<file path="src/rtl/mem_access_sequencer_if.sv">
// -----------------------------------------------------------------------------
// mem_access_sequencer_if
//
// Purpose:
//   Bundles the request/ready handshake between the memory-access sequencer
//   and the variable-latency data memory.
//
// Signals:
//   mem_req    - request to memory (sequencer -> memory)
//   mem_we     - 1 = write, 0 = read (sequencer -> memory)
//   mem_addr   - latched access address (sequencer -> memory)
//   mem_wdata  - latched store data (sequencer -> memory)
//   mem_ready  - memory completes the current request (memory -> sequencer)
//   mem_rdata  - read data, valid with mem_ready (memory -> sequencer)
//
// Modports:
//   master - the sequencer side
//   slave  - the memory side
// -----------------------------------------------------------------------------
interface mem_access_sequencer_if #(
    parameter int AW = 32,
    parameter int DW = 32
);

    logic          mem_req;
    logic          mem_we;
    logic [AW-1:0] mem_addr;
    logic [DW-1:0] mem_wdata;
    logic          mem_ready;
    logic [DW-1:0] mem_rdata;

    modport master (
        output mem_req,
        output mem_we,
        output mem_addr,
        output mem_wdata,
        input  mem_ready,
        input  mem_rdata
    );

    modport slave (
        input  mem_req,
        input  mem_we,
        input  mem_addr,
        input  mem_wdata,
        output mem_ready,
        output mem_rdata
    );

endinterface

</file>
<file path="src/rtl/mem_access_sequencer.sv">
// -----------------------------------------------------------------------------
// mem_access_sequencer
//
// Purpose:
//   Turns the single-cycle wmem/rmem strobes from the control unit into a held
//   request/ready handshake with a variable-latency data memory. The pipeline
//   is stalled for the whole access, and an access that sees no mem_ready for
//   TIMEOUT consecutive request cycles is aborted with a one-cycle err pulse.
//
// Parameters:
//   AW      - address width
//   DW      - data width
//   TIMEOUT - request cycles without mem_ready before abort (1..255)
//
// Ports:
//   clk         - clock, all state on the rising edge
//   rst         - synchronous active-high reset
//   wmem, rmem  - write / read strobes from the control unit (write wins)
//   addr, wdata - access address and store data, latched on acceptance
//   mem         - memory handshake (master modport of mem_access_sequencer_if)
//   stall       - freeze upstream pipeline registers
//   rdata_out   - captured load data, held until the next read or timeout
//   rdata_valid - one-cycle pulse when a read completes
//   err         - one-cycle pulse when an access times out
// -----------------------------------------------------------------------------
module mem_access_sequencer #(
    parameter int AW      = 32,
    parameter int DW      = 32,
    parameter int TIMEOUT = 15
) (
    input  logic                   clk,
    input  logic                   rst,
    input  logic                   wmem,
    input  logic                   rmem,
    input  logic [AW-1:0]          addr,
    input  logic [DW-1:0]          wdata,
    mem_access_sequencer_if.master mem,
    output logic                   stall,
    output logic [DW-1:0]          rdata_out,
    output logic                   rdata_valid,
    output logic                   err
);

    localparam int CW = $clog2(TIMEOUT + 1);

    // The counter holds the number of REQ cycles already spent waiting. When
    // it equals TIMEOUT-1 during a non-ready REQ cycle, that cycle is the
    // TIMEOUT-th one, so the next state is ERR.
    localparam logic [CW-1:0] CNT_LAST = CW'(TIMEOUT - 1);
    localparam logic [CW-1:0] CNT_MAX  = CW'(TIMEOUT);

    typedef enum logic [1:0] {
        IDLE = 2'd0,
        REQ  = 2'd1,
        DONE = 2'd2,
        ERR  = 2'd3
    } state_t;

    state_t        state_q, state_d;
    logic [CW-1:0] cnt_q, cnt_d;
    logic [AW-1:0] addr_q, addr_d;
    logic [DW-1:0] wdata_q, wdata_d;
    logic          we_q, we_d;
    logic [DW-1:0] rdata_q, rdata_d;

    // The memory sees only the latched request, so the upstream address and
    // data are free to change while the access is in flight.
    assign mem.mem_addr  = addr_q;
    assign mem.mem_wdata = wdata_q;
    assign mem.mem_we    = we_q;
    assign rdata_out     = rdata_q;

    // Next-state and output decode. Outputs are decoded from the state,
    // except that IDLE raises stall straight from the strobes so the
    // pipeline holds in the very cycle the access is accepted.
    always_comb begin
        state_d     = state_q;
        cnt_d       = cnt_q;
        addr_d      = addr_q;
        wdata_d     = wdata_q;
        we_d        = we_q;
        rdata_d     = rdata_q;
        stall       = 1'b0;
        mem.mem_req = 1'b0;
        rdata_valid = 1'b0;
        err         = 1'b0;

        case (state_q)
            IDLE: begin
                stall = wmem | rmem;
                if (wmem | rmem) begin
                    addr_d  = addr;
                    wdata_d = wdata;
                    we_d    = wmem;
                    cnt_d   = '0;
                    state_d = REQ;
                end
            end

            REQ: begin
                stall       = 1'b1;
                mem.mem_req = 1'b1;
                // Completion is checked first so a ready on the last allowed
                // cycle still finishes normally.
                if (mem.mem_ready) begin
                    if (!we_q) begin
                        rdata_d = mem.mem_rdata;
                    end
                    state_d = DONE;
                end else begin
                    if (cnt_q != CNT_MAX) begin
                        cnt_d = cnt_q + CW'(1);
                    end
                    // Clearing the load register on the way into ERR makes
                    // rdata_out read zero during the err pulse and after it.
                    if (cnt_q == CNT_LAST) begin
                        rdata_d = '0;
                        state_d = ERR;
                    end
                end
            end

            // Strobes seen here belong to the instruction just finished.
            DONE: begin
                rdata_valid = ~we_q;
                state_d     = IDLE;
            end

            ERR: begin
                err     = 1'b1;
                state_d = IDLE;
            end

            default: begin
                state_d = IDLE;
            end
        endcase
    end

    // State and datapath registers with synchronous reset.
    always_ff @(posedge clk) begin
        if (rst) begin
            state_q <= IDLE;
            cnt_q   <= '0;
            addr_q  <= '0;
            wdata_q <= '0;
            we_q    <= 1'b0;
            rdata_q <= '0;
        end else begin
            state_q <= state_d;
            cnt_q   <= cnt_d;
            addr_q  <= addr_d;
            wdata_q <= wdata_d;
            we_q    <= we_d;
            rdata_q <= rdata_d;
        end
    end

endmodule

</file>
<file path="src/flat_wrapper.sv">
// flat-port wrapper written by rule: the top's interface ports become plain ports
module mem_access_sequencer_flat 
#(
    parameter int AW      = 32,
    parameter int DW      = 32,
    parameter int TIMEOUT = 15
)
  (clk, rst, wmem, rmem, addr, wdata, stall, rdata_out, rdata_valid, err, mem_mem_req, mem_mem_we, mem_mem_addr, mem_mem_wdata, mem_mem_ready, mem_mem_rdata);
  mem_access_sequencer_if #(.AW(AW), .DW(DW)) mem_i ();
  input  logic clk;
  input  logic rst;
  input  logic wmem;
  input  logic rmem;
  input  logic [AW-1:0] addr;
  input  logic [DW-1:0] wdata;
  output logic stall;
  output logic [DW-1:0] rdata_out;
  output logic rdata_valid;
  output logic err;
  output wire logic [$bits(mem_i.mem_req)-1:0] mem_mem_req;
  output wire logic [$bits(mem_i.mem_we)-1:0] mem_mem_we;
  output wire logic [$bits(mem_i.mem_addr)-1:0] mem_mem_addr;
  output wire logic [$bits(mem_i.mem_wdata)-1:0] mem_mem_wdata;
  input wire logic [$bits(mem_i.mem_ready)-1:0] mem_mem_ready;
  input wire logic [$bits(mem_i.mem_rdata)-1:0] mem_mem_rdata;
  assign mem_mem_req = mem_i.mem_req;
  assign mem_mem_we = mem_i.mem_we;
  assign mem_mem_addr = mem_i.mem_addr;
  assign mem_mem_wdata = mem_i.mem_wdata;
  assign mem_i.mem_ready = mem_mem_ready;
  assign mem_i.mem_rdata = mem_mem_rdata;
  mem_access_sequencer #(.AW(AW), .DW(DW), .TIMEOUT(TIMEOUT)) u_core (.clk(clk), .rst(rst), .wmem(wmem), .rmem(rmem), .addr(addr), .wdata(wdata), .mem(mem_i), .stall(stall), .rdata_out(rdata_out), .rdata_valid(rdata_valid), .err(err));
endmodule
</file>
<file path="config.mk">
export PLATFORM = sky130hd
export DESIGN_NAME = mem_access_sequencer_flat
export DESIGN_NICKNAME = d
export VERILOG_FILES = /design/src/rtl/mem_access_sequencer_if.sv /design/src/rtl/mem_access_sequencer.sv /design/src/flat_wrapper.sv
export SDC_FILE = /design/constraint.sdc
export NUM_CORES = 1
export LEC_CHECK = 0
export ABC_AREA = 0
export BUFFER_PORTS_ARGS = -buffer_cell sky130_fd_sc_hd__buf_4
export CAP_MARGIN = 10
export CORE_MARGIN = 3
export CORE_UTILIZATION = 45
export DETAILED_ROUTE_END_ITERATION = 12
export PLACE_DENSITY = 0.82
export SLEW_MARGIN = 10
export SYNTH_ARGS = -nofsm -noshare
export SYNTH_HDL_FRONTEND = slang
export SYNTH_SLANG_ARGS = --single-unit
export TNS_END_PERCENT = 5
</file>
<file path="constraint.sdc">
create_clock -name clk -period 3 [get_ports clk]
set_input_delay 0.3 -clock clk [delete_from_list [all_inputs] [get_ports clk]]
set_output_delay 0.3 -clock clk [all_outputs]
set_load 0.03 [all_outputs]
</file>
# == After elaboration in Yosys (flattened, before gate mapping) ==
# Index checks and enable logic that the tools add are counted.
# totals
regBits,103
latch_bits,0
ram_bits,0
romBits,0
inputBits,101
out_inout_bits,101
wordCells,42
mem_count,0
# op_classes
n_addsub,1
n_mul,0
div_mod_pow,0
magnitude_cmp,0
eq_ne,10
shifts,0
mux,15
bitwise_logic,2
n_reduce_logical,8
# op_table
op,count
32-bit two-way mux,3
4-bit two-way mux,3
4-bit case mux with 2 select lines,1
2-bit two-way mux,3
2-bit case mux with 3 select lines,1
4-bit by 1-bit adder with 4-bit output (second input constant),1
2-bit == test (second input constant),2
4-bit == test (second input constant),1
2-bit by 1-bit != test with 1-bit output (second input constant),2
2-bit != test (second input constant),2
4-bit != test (second input constant),1
2-bit AND reduction,2
4-bit AND reduction,1
2-bit nonzero test,2
1-bit two-way mux,3
3-bit by 2-bit != test with 1-bit output (second input constant),1
3-bit AND reduction,1
2-bit by 1-bit == test with 1-bit output (second input constant),1
2-bit logical NOT,1
1-bit case mux with 2 select lines,1
2-bit OR reduction,1
1-bit inverter,1
1-bit OR,1

# == Longest topological paths before layout ==
# Gate-level depths: netlist of run 1.
# depth
depth_word,4
mapped_depth,7
mapped_depth_nobuf,6

# == Least setup slack after synthesis of run 1 ==
# No wires, ideal clock.
# synth_timing
path_kind,flip-flop to flip-flop
start,reg u_core.state_q[1]
end,reg u_core.rdata_q[0] (netlist: u_core.rdata_out[0])
setup_time_ns,0.117
t_arrival_ns,1.382
t_required_ns,2.883
slack_ns,1.501
path_stages_with_launch,6
path_buffers,1
period_less_slack_ns,1.499
path_cell_list,dfxtp_1 -> nand2b_1 -> inv_1 -> a21oi_1 -> buf_2 -> a22o_1
# synth_between
elab_chain_cells,2
# synth_rtl
element,line,text
start: declaration,mem_access_sequencer.sv:59,"state_t state_q, state_d;"
start signal: assignment,mem_access_sequencer.sv:150,state_q <= state_d;
2-bit by 1-bit == test with 1-bit output,mem_access_sequencer.sv:88,case (state_q)
3-bit AND reduction (no line),--,
end signal: assignment,mem_access_sequencer.sv:155,rdata_q <= rdata_d;
end: declaration,mem_access_sequencer.sv:64,"logic [DW-1:0] rdata_q, rdata_d;"
# Every way passes these cells.
# A chain may end at the register's enable or synchronous reset.

# == Final worst setup path of run 1 ==
# layout_timing
start,reg u_core.state_q[1]
end,reg u_core.wdata_q[10] (netlist: u_core.mem.mem_wdata[10])
# layout_between
elab_chain_cells,2
# layout_rtl
element,line,text
2-bit logical NOT,mem_access_sequencer.sv:88,
2-bit AND reduction (no line),--,
end signal: assignment,mem_access_sequencer.sv:153,wdata_q <= wdata_d;
end: declaration,mem_access_sequencer.sv:62,"logic [DW-1:0] wdata_q, wdata_d;"
# Every way passes these cells.

==> impl_metrics.py, run 1 <==
metrics = {
    "cts": {
        "clockBufferDepth": 2,
        "cts_resized": 0,
        "clkTransAtPathRegs_ns": 0.10,
        "clk_latency_ns": 0.35,
        "hold_buffers": 0,
        "post-cts-setup-buffers": 0,
        "cts-root-buf": "clkbuf_8",
        "clkSinkCount": 103,
        "cts_tree": "done",
        "numCtsBuffers": 9,
        "htreeDepth": 3,
    },
    "timing": {
        "drv_slew": 0,
        "rsz0062_at_grt": "no",
        "skew_ns": 0.01172,
        "setup_violations": 0,
        "tns_ns": 0,
        "finalCritPeriodShare": 0.6207,
        "hold_viol": 0,
        "tightest_slew_ns": 0.8724,
        "fmax_mhz": 537.1,
        "relSlewSlack": 0.4162,
        "whs_ns": 0.1544,
        "period_needed_ns": 1.862,
    },
    "route": {
        "dr.pass1.iters": 4,
        "route.antenna.remaining_nets": 0,
        "totalWireLength_mm": 9.936,
        "routedWlPerCell_um": 14.42,
        "drt_iter0_drc": 175,
        "via_count": 3445,
        "drc_errors": 0,
        "via_per_inst": 5.000,
    },
    "synth": {
        "synth_ff_type": "dfxtp_1",
        "ys.warnings.count": 0,
        "syn_nets": 499,
        "synth_seq_cells": 103,
        "synthTopCellsByCount": "nand2_1 (130), dfxtp_1 (103), a21oi_1 (68), a22o_1 (32), clkbuf_1 (20)",
        "yosysTopAreaCell": "dfxtp_1",
        "synth-edff-count": 0,
        "synth-async-reset-ratio": 0,
        "synthDistinctLibCells": 24,
        "synth.most_common_cell": "nand2_1",
        "synth_top_area_frac": 0.5905,
        "yosysSeqAreaShare": 0.5905,
        "syn_avg_cell_area_sq_um": 8.818,
        "syn_area_sq_um": 3492,
        "netlist_instances": 396,
        "synth.area.top_cells": "dfxtp_1 (59%), nand2_1 (14%), a21oi_1 (9.7%)",
    },
    "placed_design": {
        "dp_hpwl_mm": 7.257,
        "gp_congestion": 0.8013,
        "io_buffer_count": 201,
    },
    "final_layout": {
        "layout.nets": 688,
        "antenna_cells": 0,
        "drive_above_1_share": 0.3797,
        "seq_area_sq_um": 2062,
        "area_delta_synth_final_pct": 51.92,
        "post-route-util": 0.7161,
        "multi_input_area_sq_um": 1338,
        "nFillCells": 615,
    },
    "global_route": {
        "grt_pass1_wl_mm": 15.59,
        "antenna_found_initial": 0,
        "grt_max_degree": 74,
        "grt_pass1_vias": 3295,
        "grt.total_usage": 0.2199,
        "grt_overflow_total": 0,
    },
    "floorplanning": {
        "io_pins": 202,
        "start_util": 0.4714,
        "die_h_um": 94.09,
        "die_w_um": 94.09,
        "core_sq_um": 7408,
        "dieArea_sq_um": 8853,
        "std_cell_rows": 31,
    },
    "worst_setup_path": {
        "endpoint_kind": "register",
        "worstSetupEndpoint": "u_core.mem.mem_wdata[10]",
        "rrSetupSlack_ns": 1.14,
        "cp.arrival_ns": 2.13,
        "critPathRequiredTime_ns": 3.27,
        "critPathMaxFanout": 36,
        "crit_type": "reg2reg",
        "reg2reg_depth": 5,
        "reg2reg_from": "u_core.state_q[1]",
        "start_kind": "register",
        "reg2reg_to": "u_core.mem.mem_wdata[10]",
        "critPathLaunch": "u_core.state_q[1]",
    },
    "power": {
        "p_per_area_nw_per_um2": 586.1,
        "ir_drop_uv": 354.5,
        "p_leak_nw": 2.462,
        "power.total_mw": 3.109,
    },
    "run": {
        "drv_cap": 0,
    },
    "outcome": {
        "status": "completed",
    },
    "hold_path": {
        "hold_class": "in2reg",
    },
}
cell usage in the layout, fill, tap and decap left out, types with 4 or more instances in the layout:
cell and count:
buf_4 204, nand3_1 4, nand2_1 130, a21oi_1 67, a22o_1 32, clkbuf_8 10, o21ai_0 5, dfxtp_1 103
nor2_1 5
report_power, final:
group	total, mW	leakage (nW)	internal (mW)	switching (mW)
clock	0.935	0.110	0.493	0.441
sequential	1.51	0.845	1.46	0.0511
combinational	0.665	1.51	0.269	0.396
layout make-up:
type / instances / share of cell area
inverter: 2 / 0.001415
timing repair buffer: 205 / 0.2925
sequential: 103 / 0.3887
multi-input combinational: 264 / 0.2521
clock inverter: 5 / 0.01533
tap: 99 / 0.02335
clock buffer: 11 / 0.02665
per-stage QoR:
step | cell area, sq um | worst slack (ns) | instances
after global placement | 5082 | 1.138 | 673
after CTS | 5305 | 1.139 | 689
final | 5305 | 1.138 | 689
after global routing | 5305 | 0.9945 | 689
after detailed placement | 5082 | 1.077 | 673
after floorplan | 3492 | 1.501 | 396
logic make-up (layout without fill, tap and decap cells):
| group | count (synthesis) | in the layout | synth area share |
|---|---|---|---|
| adder cells (fa/ha/maj) | 2 | 2 | 0.007165 |
| buffers and inverters | 29 | 223 | 0.03261 |
| flip-flops | 103 | 103 | 0.5905 |
| AO/OA/AOI/OAI | 113 | 113 | 0.2010 |
| AND/OR/NAND/NOR | 149 | 149 | 0.1688 |
routing by layer:
metal  up-vias  wire [um]  global-route usage
li1       1718          -                   -
met1      1587       3927              0.2657
met5         -          0                   0
met4         0        120             0.07581
met2       130       5195              0.3868
met3        10        693             0.04407
critical path, stage by stage (launching register included):
cell	delay (ns)
dfxtp_1	0.37
nor2_1	0.31
o21a_2	0.58
buf_12	0.26
nand2_1	0.09
a21oi_1	0.14
worst min path at each step:
| stage | depth (start not counted) | to | startpoint |
|---|---|---|---|
| final | 2 | u_core.rdata_out[18] | mem_mem_rdata[18] |
| after global routing | 2 | u_core.rdata_out[9] | mem_mem_rdata[9] |
| after CTS | 2 | u_core.rdata_out[20] | mem_mem_rdata[20] |
| after detailed placement | 2 | u_core.mem.mem_addr[0] | u_core.mem.mem_addr[0] |
| after global placement | 2 | u_core.mem.mem_wdata[23] | u_core.mem.mem_wdata[23] |
| after floorplan | 1 | u_core.rdata_out[0] | mem_mem_rdata[0] |
state kept, by name, indices dropped and copies added (netlist names):
name,count
u_core.mem.mem_wdata,32
u_core.mem.mem_addr,32
u_core.state_q,2
u_core.mem.mem_we,1
u_core.rdata_out,32
u_core.cnt_q,4
Note: power is estimated with default switching activity, not from simulation.
==> run 2, diff against run 1 <==
--- a/config.mk
+++ b/config.mk
@@ -5,13 +5,13 @@
 export SDC_FILE = /design/constraint.sdc
 export NUM_CORES = 1
 export LEC_CHECK = 0
-export ABC_AREA = 0
+export ABC_AREA = 1
 export BUFFER_PORTS_ARGS = -buffer_cell sky130_fd_sc_hd__buf_4
 export CAP_MARGIN = 10
 export CORE_MARGIN = 3
-export CORE_UTILIZATION = 45
+export CORE_UTILIZATION = 44
 export DETAILED_ROUTE_END_ITERATION = 12
-export PLACE_DENSITY = 0.82
+export PLACE_DENSITY = 0.79
 export SLEW_MARGIN = 10
 export SYNTH_ARGS = -nofsm -noshare
 export SYNTH_HDL_FRONTEND = slang
==> constraint.sdc (replaced) <==
create_clock -name clk -period 1.74 [get_ports clk]
set_input_delay 0.174 -clock clk [delete_from_list [all_inputs] [get_ports clk]]
set_output_delay 0.174 -clock clk [all_outputs]
set_load 0.03 [all_outputs]
==> impl_metrics.py, run 2 <==
metrics = {
    "route": {
        "drc_errors": 0,
        "route.antenna.remaining_nets": 0,
        "drt_iter0_drc": 107,
        "totalWireLength_mm": 10.40,
        "via_count": 3780,
        "via_per_inst": 4.834,
        "routedWlPerCell_um": 13.29,
        "dr.pass1.iters": 6,
    },
    "final_layout": {
        "drive_above_1_share": 0.3383,
        "antenna_cells": 0,
        "layout.nets": 776,
        "final_cell_mix": "buf_4 (205), nor2_1 (134), dfxtp_1 (103)",
        "instances_no_fill": 782,
        "area_delta_synth_final_pct": 46.32,
        "layout_commonest_cell": "buf_4",
    },
    "power": {
        "p_leak_nw": 2.625,
        "p_per_area_nw_per_um2": 1016,
        "ir_drop_uv": 749.1,
        "power.total_mw": 5.619,
    },
    "cts": {
        "cts-root-buf": "clkbuf_8",
        "clkSinkCount": 103,
        "htreeDepth": 3,
        "cts_tree": "done",
        "numCtsBuffers": 9,
        "post-cts-setup-buffers": 0,
        "clk_latency_ns": 0.35,
        "hold_buffers": 0,
        "cts_resized": 0,
        "clockBufferDepth": 2,
        "clkTransAtPathRegs_ns": 0.09,
    },
    "hold_path": {
        "hold_class": "in2reg",
        "hold_start": "wdata[9]",
        "min_path_cells": 3,
        "hold_end": "u_core.mem.mem_wdata[9]",
    },
    "placed_design": {
        "io_buffer_count": 201,
        "dpl.cell_count": 767,
        "dp_hpwl_mm": 7.617,
        "gp_congestion": 0.8290,
        "post-place-ws_ns": 0.2576,
    },
    "worst_setup_path": {
        "reg2reg_from": "u_core.state_q[0]",
        "crit_type": "reg2out",
        "critPathMaxFanout": 15,
        "endpoint_kind": "output port",
        "reg2reg_to": "u_core.rdata_out[1]",
        "critPathRequiredTime_ns": 1.57,
        "cp.arrival_ns": 1.38,
        "start_kind": "register",
        "reg2reg_depth": 5,
        "rrSetupSlack_ns": 0.24,
    },
    "floorplanning": {
        "core_sq_um": 8258,
        "dieArea_sq_um": 9736,
        "io_pins": 202,
        "std_cell_rows": 33,
        "die_w_um": 98.67,
        "die_h_um": 98.67,
        "start_util": 0.4576,
    },
    "timing": {
        "tns_ns": 0,
        "hold_viol": 0,
        "setup_violations": 0,
        "skew_ns": 0.01242,
        "rsz0062_at_grt": "no",
        "whs_ns": 0.05494,
        "relSlewSlack": 0.7553,
        "drv_slew": 0,
        "period_needed_ns": 1.552,
        "finalCritPeriodShare": 0.8919,
        "fin_ws_ns": 0.1881,
        "fmax_mhz": 644.4,
        "tightest_slew_ns": 0.3670,
    },
    "synth": {
        "yosysTopAreaCell": "dfxtp_1",
        "syn_avg_cell_area_sq_um": 7.743,
        "synth-edff-count": 0,
        "synthTopCellsByCount": "nor2_1 (134), dfxtp_1 (103), o21ai_0 (60), nand2_1 (53), nand3_1 (38)",
        "synth-async-reset-ratio": 0,
        "syn_area_sq_um": 3779,
        "syn_nets": 591,
        "yosysSeqAreaShare": 0.5457,
        "synth_seq_cells": 103,
        "synthDistinctLibCells": 21,
        "synth.area.top_cells": "dfxtp_1 (55%), nor2_1 (13%), o21ai_0 (7.9%)",
        "ys.warnings.count": 0,
        "synth_top_area_frac": 0.5457,
        "netlist_instances": 488,
        "synth_ff_type": "dfxtp_1",
        "synth.most_common_cell": "nor2_1",
    },
    "outcome": {
        "status": "completed",
    },
    "global_route": {
        "grt_max_degree": 68,
        "antenna_found_initial": 0,
        "grt.total_usage": 0.2029,
        "grt_pass1_wl_mm": 16.39,
        "grt_pass1_vias": 3518,
        "grt_overflow_total": 0,
    },
    "run": {
        "drv_cap": 0,
    },
}
-- run 2: logic make-up (layout without fill, tap and decap cells) --
group                    count (synthesis)  after routing  synth area share
AND/OR/NAND/NOR                        231            231            0.2457
AO/OA/AOI/OAI                          103            103            0.1394
flip-flops                             103            103            0.5457
buffers and inverters                   49            238           0.06258
adder cells (fa/ha/maj)                  2              2          0.006621
-- run 2: stage by stage --
step	instance area, sq um	util
CTS	5524	0.6689
detailed placement	5329	0.6453
global placement	5329	0.6453
finish	5529	0.6695
global route	5529	0.6695
floorplan	3779	-
-- run 2: worst max-delay path: stages (launching register included) --
cell and delay (ns):
dfxtp_1 0.36, nor2_1 0.22, nand2_4 0.17, nand2_1 0.11, buf_4 0.17
-- run 2: cell type report --
| type | count | area [sq um] |
|---|---|---|
| multi-input cells | 336 | 1485 |
| well taps | 105 | 131.4 |
| clock buffers | 10 | 137.6 |
| repair buffers | 208 | 1599 |
| fillers | 709 | 2729 |
| clock inverters | 5 | 57.56 |
| flip-flops and latches | 103 | 2062 |
| inverters | 15 | 56.30 |
-- run 2: worst max-delay path by stage --
| stage | to | slack (ns) | start |
|---|---|---|---|
| floorplan | rdata_valid | 0.38 | u_core.mem.mem_we |
| global placement | u_core.mem.mem_wdata[30] | 0.27 | u_core.state_q[0] |
| detailed placement | u_core.mem.mem_wdata[30] | 0.26 | u_core.state_q[0] |
| CTS | stall | 0.08 | u_core.state_q[0] |
| global route | stall | 0.05 | u_core.state_q[0] |
| finish | stall | 0.19 | u_core.state_q[0] |
-- run 2: per-layer routing --
layer / share of wire / up-vias / routed length, um / track usage
li1: - / 1944 / - / -
met4: 0.0095 / 0 / 99 / 0.04412
met5: 0 / - / 0 / 0
met2: 0.49 / 144 / 5049 / 0.3526
met3: 0.096 / 10 / 1003 / 0.07856
met1: 0.41 / 1682 / 4243 / 0.2377
-- run 2: power breakdown --
part	total, mW	internal [mW]	switching, mW
sequential	2.68	2.56	0.120
combinational	1.46	0.572	0.888
clock	1.47	0.700	0.774
==> run 3, diff against run 2 <==
--- a/config.mk
+++ b/config.mk
@@ -9,9 +9,9 @@
 export BUFFER_PORTS_ARGS = -buffer_cell sky130_fd_sc_hd__buf_4
 export CAP_MARGIN = 10
 export CORE_MARGIN = 3
-export CORE_UTILIZATION = 44
+export CORE_UTILIZATION = 45
 export DETAILED_ROUTE_END_ITERATION = 12
-export PLACE_DENSITY = 0.79
+export PLACE_DENSITY = 0.8
 export SLEW_MARGIN = 10
 export SYNTH_ARGS = -nofsm -noshare
 export SYNTH_HDL_FRONTEND = slang
==> constraint.sdc (replaced) <==
create_clock -name clk -period 1.9 [get_ports clk]
set_input_delay 0.19 -clock clk [delete_from_list [all_inputs] [get_ports clk]]
set_output_delay 0.19 -clock clk [all_outputs]
set_load 0.03 [all_outputs]
==> impl_metrics.py, run 3 (synthesized netlist as in run 2, its figures left out) <==
metrics = {
    "outcome": {
        "status": "completed",
    },
    "placed_design": {
        "dpl.cell_count": 766,
        "io_buffer_count": 201,
        "post_dp_cell_area_sq_um": 5303,
        "post-place-ws_ns": 0.2991,
        "dp_hpwl_mm": 7.952,
        "gp_congestion": 0.9335,
    },
    "cts": {
        "cts_tree": "done",
        "clk_latency_ns": 0.36,
        "cts_resized": 0,
        "numCtsBuffers": 9,
        "cts-root-buf": "clkbuf_8",
        "clkTransAtPathRegs_ns": 0.10,
        "hold_buffers": 0,
        "clockBufferDepth": 2,
        "clkSinkCount": 103,
        "htreeDepth": 3,
        "post-cts-setup-buffers": 0,
    },
    "route": {
        "via_per_inst": 4.908,
        "drt_iter0_drc": 113,
        "totalWireLength_mm": 10.86,
        "drc_errors": 0,
        "routedWlPerCell_um": 13.88,
        "dr.pass1.iters": 5,
        "via_count": 3838,
        "route.antenna.remaining_nets": 0,
    },
    "worst_setup_path": {
        "critPathMaxFanout": 20,
        "cp_common_cell": "buf_4",
        "rrSetupSlack_ns": 0.24,
        "critPathRequiredTime_ns": 1.71,
        "crit_type": "reg2out",
        "cp_slowest_cell": "dfxtp_1",
        "start_kind": "register",
        "critPathLaunch": "u_core.state_q[0]",
        "reg2reg_depth": 7,
        "worstPathCellList": "nor2_1 > nand2_2 > buf_4 > nand2_1 > buf_4",
        "critPathMaxStageDelay_ns": 0.41,
        "cp.arrival_ns": 1.50,
        "reg2reg_from": "u_core.cnt_q[0]",
        "worstSetupEndpoint": "stall",
        "reg2reg_to": "u_core.rdata_out[27]",
        "endpoint_kind": "output port",
    },
    "final_layout": {
        "post-route-util": 0.6951,
        "instances_no_fill": 782,
        "layout.nets": 778,
        "antenna_cells": 0,
        "drive_above_1_share": 0.3397,
        "final_cell_mix": "buf_4 (210), nor2_1 (134), dfxtp_1 (103)",
        "nFillCells": 653,
        "area_delta_synth_final_pct": 45.83,
        "fin_area_sq_um": 5510,
        "seq_area_sq_um": 2062,
        "layout_commonest_cell": "buf_4",
        "multi_input_area_sq_um": 1480,
    },
    "floorplanning": {
        "std_cell_rows": 32,
        "core_sq_um": 7928,
        "start_util": 0.4766,
        "die_h_um": 97.64,
        "die_w_um": 97.64,
        "dieArea_sq_um": 9533,
        "io_pins": 202,
    },
    "power": {
        "p_leak_nw": 2.622,
        "power.total_mw": 5.217,
        "p_per_area_nw_per_um2": 946.8,
        "ir_drop_uv": 518.7,
    },
    "hold_path": {
        "hold_class": "in2reg",
    },
    "global_route": {
        "grt_max_degree": 46,
        "antenna_found_initial": 0,
        "grt_pass1_vias": 3754,
        "grt_pass1_wl_mm": 17.48,
        "grt.total_usage": 0.2216,
        "grt_overflow_total": 0,
    },
    "timing": {
        "skew_ns": 0.008337,
        "fin_ws_ns": 0.2053,
        "drv_slew": 0,
        "finalCritPeriodShare": 0.8920,
        "rsz0062_at_grt": "no",
        "relSlewSlack": 0.6334,
        "setup_violations": 0,
        "fmax_mhz": 590.1,
        "tightest_slew_ns": 0.5479,
        "period_needed_ns": 1.695,
        "tns_ns": 0,
        "whs_ns": 0.06840,
        "hold_viol": 0,
    },
    "run": {
        "drv_cap": 0,
    },
}
## run 3: cell type report
type	instances	share of cell area
Timing Repair Buffer	210	0.2861
Clock buffer	12	0.02816
Inverter	15	0.01022
Sequential cell	103	0.3742
Tap cell	102	0.02316
Clock inverter	4	0.009537
Multi-Input combinational cell	336	0.2686
## run 3: metal layers
| metal | vias to the layer above | global-route usage | routed length (um) |
|---|---|---|---|
| li1 | 1945 | - | - |
| met1 | 1697 | 0.2545 | 4251 |
| met2 | 170 | 0.3632 | 5074 |
| met3 | 26 | 0.08543 | 1187 |
| met4 | 0 | 0.1022 | 342 |
| met5 | - | 0 | 0 |
## run 3: power by group
group / total [mW] / internal (mW) / switching, mW
Clock: 1.42 / 0.688 / 0.735
Sequential: 2.46 / 2.35 / 0.110
Combinational: 1.34 / 0.515 / 0.821
Total: 5.22 / 3.55 / 1.67
## run 3: worst min path at each step
stage,startpoint,end,slack [ns],depth (start not counted)
floorplan,wmem,u_core.mem.mem_we,0.34,2
global placement,addr[30],u_core.mem.mem_addr[30],0.42,3
detailed placement,wdata[9],u_core.mem.mem_wdata[9],0.44,3
CTS,wdata[9],u_core.mem.mem_wdata[9],0.05,3
global route,addr[30],u_core.mem.mem_addr[30],0.07,3
finish,addr[30],u_core.mem.mem_addr[30],0.07,3
## run 3: critical path: cells and delay by family (launching register included)
kind	cells	cell delay (ns)
buf+inv	2	0.42
simple gates	3	0.32
flops	1	0.41
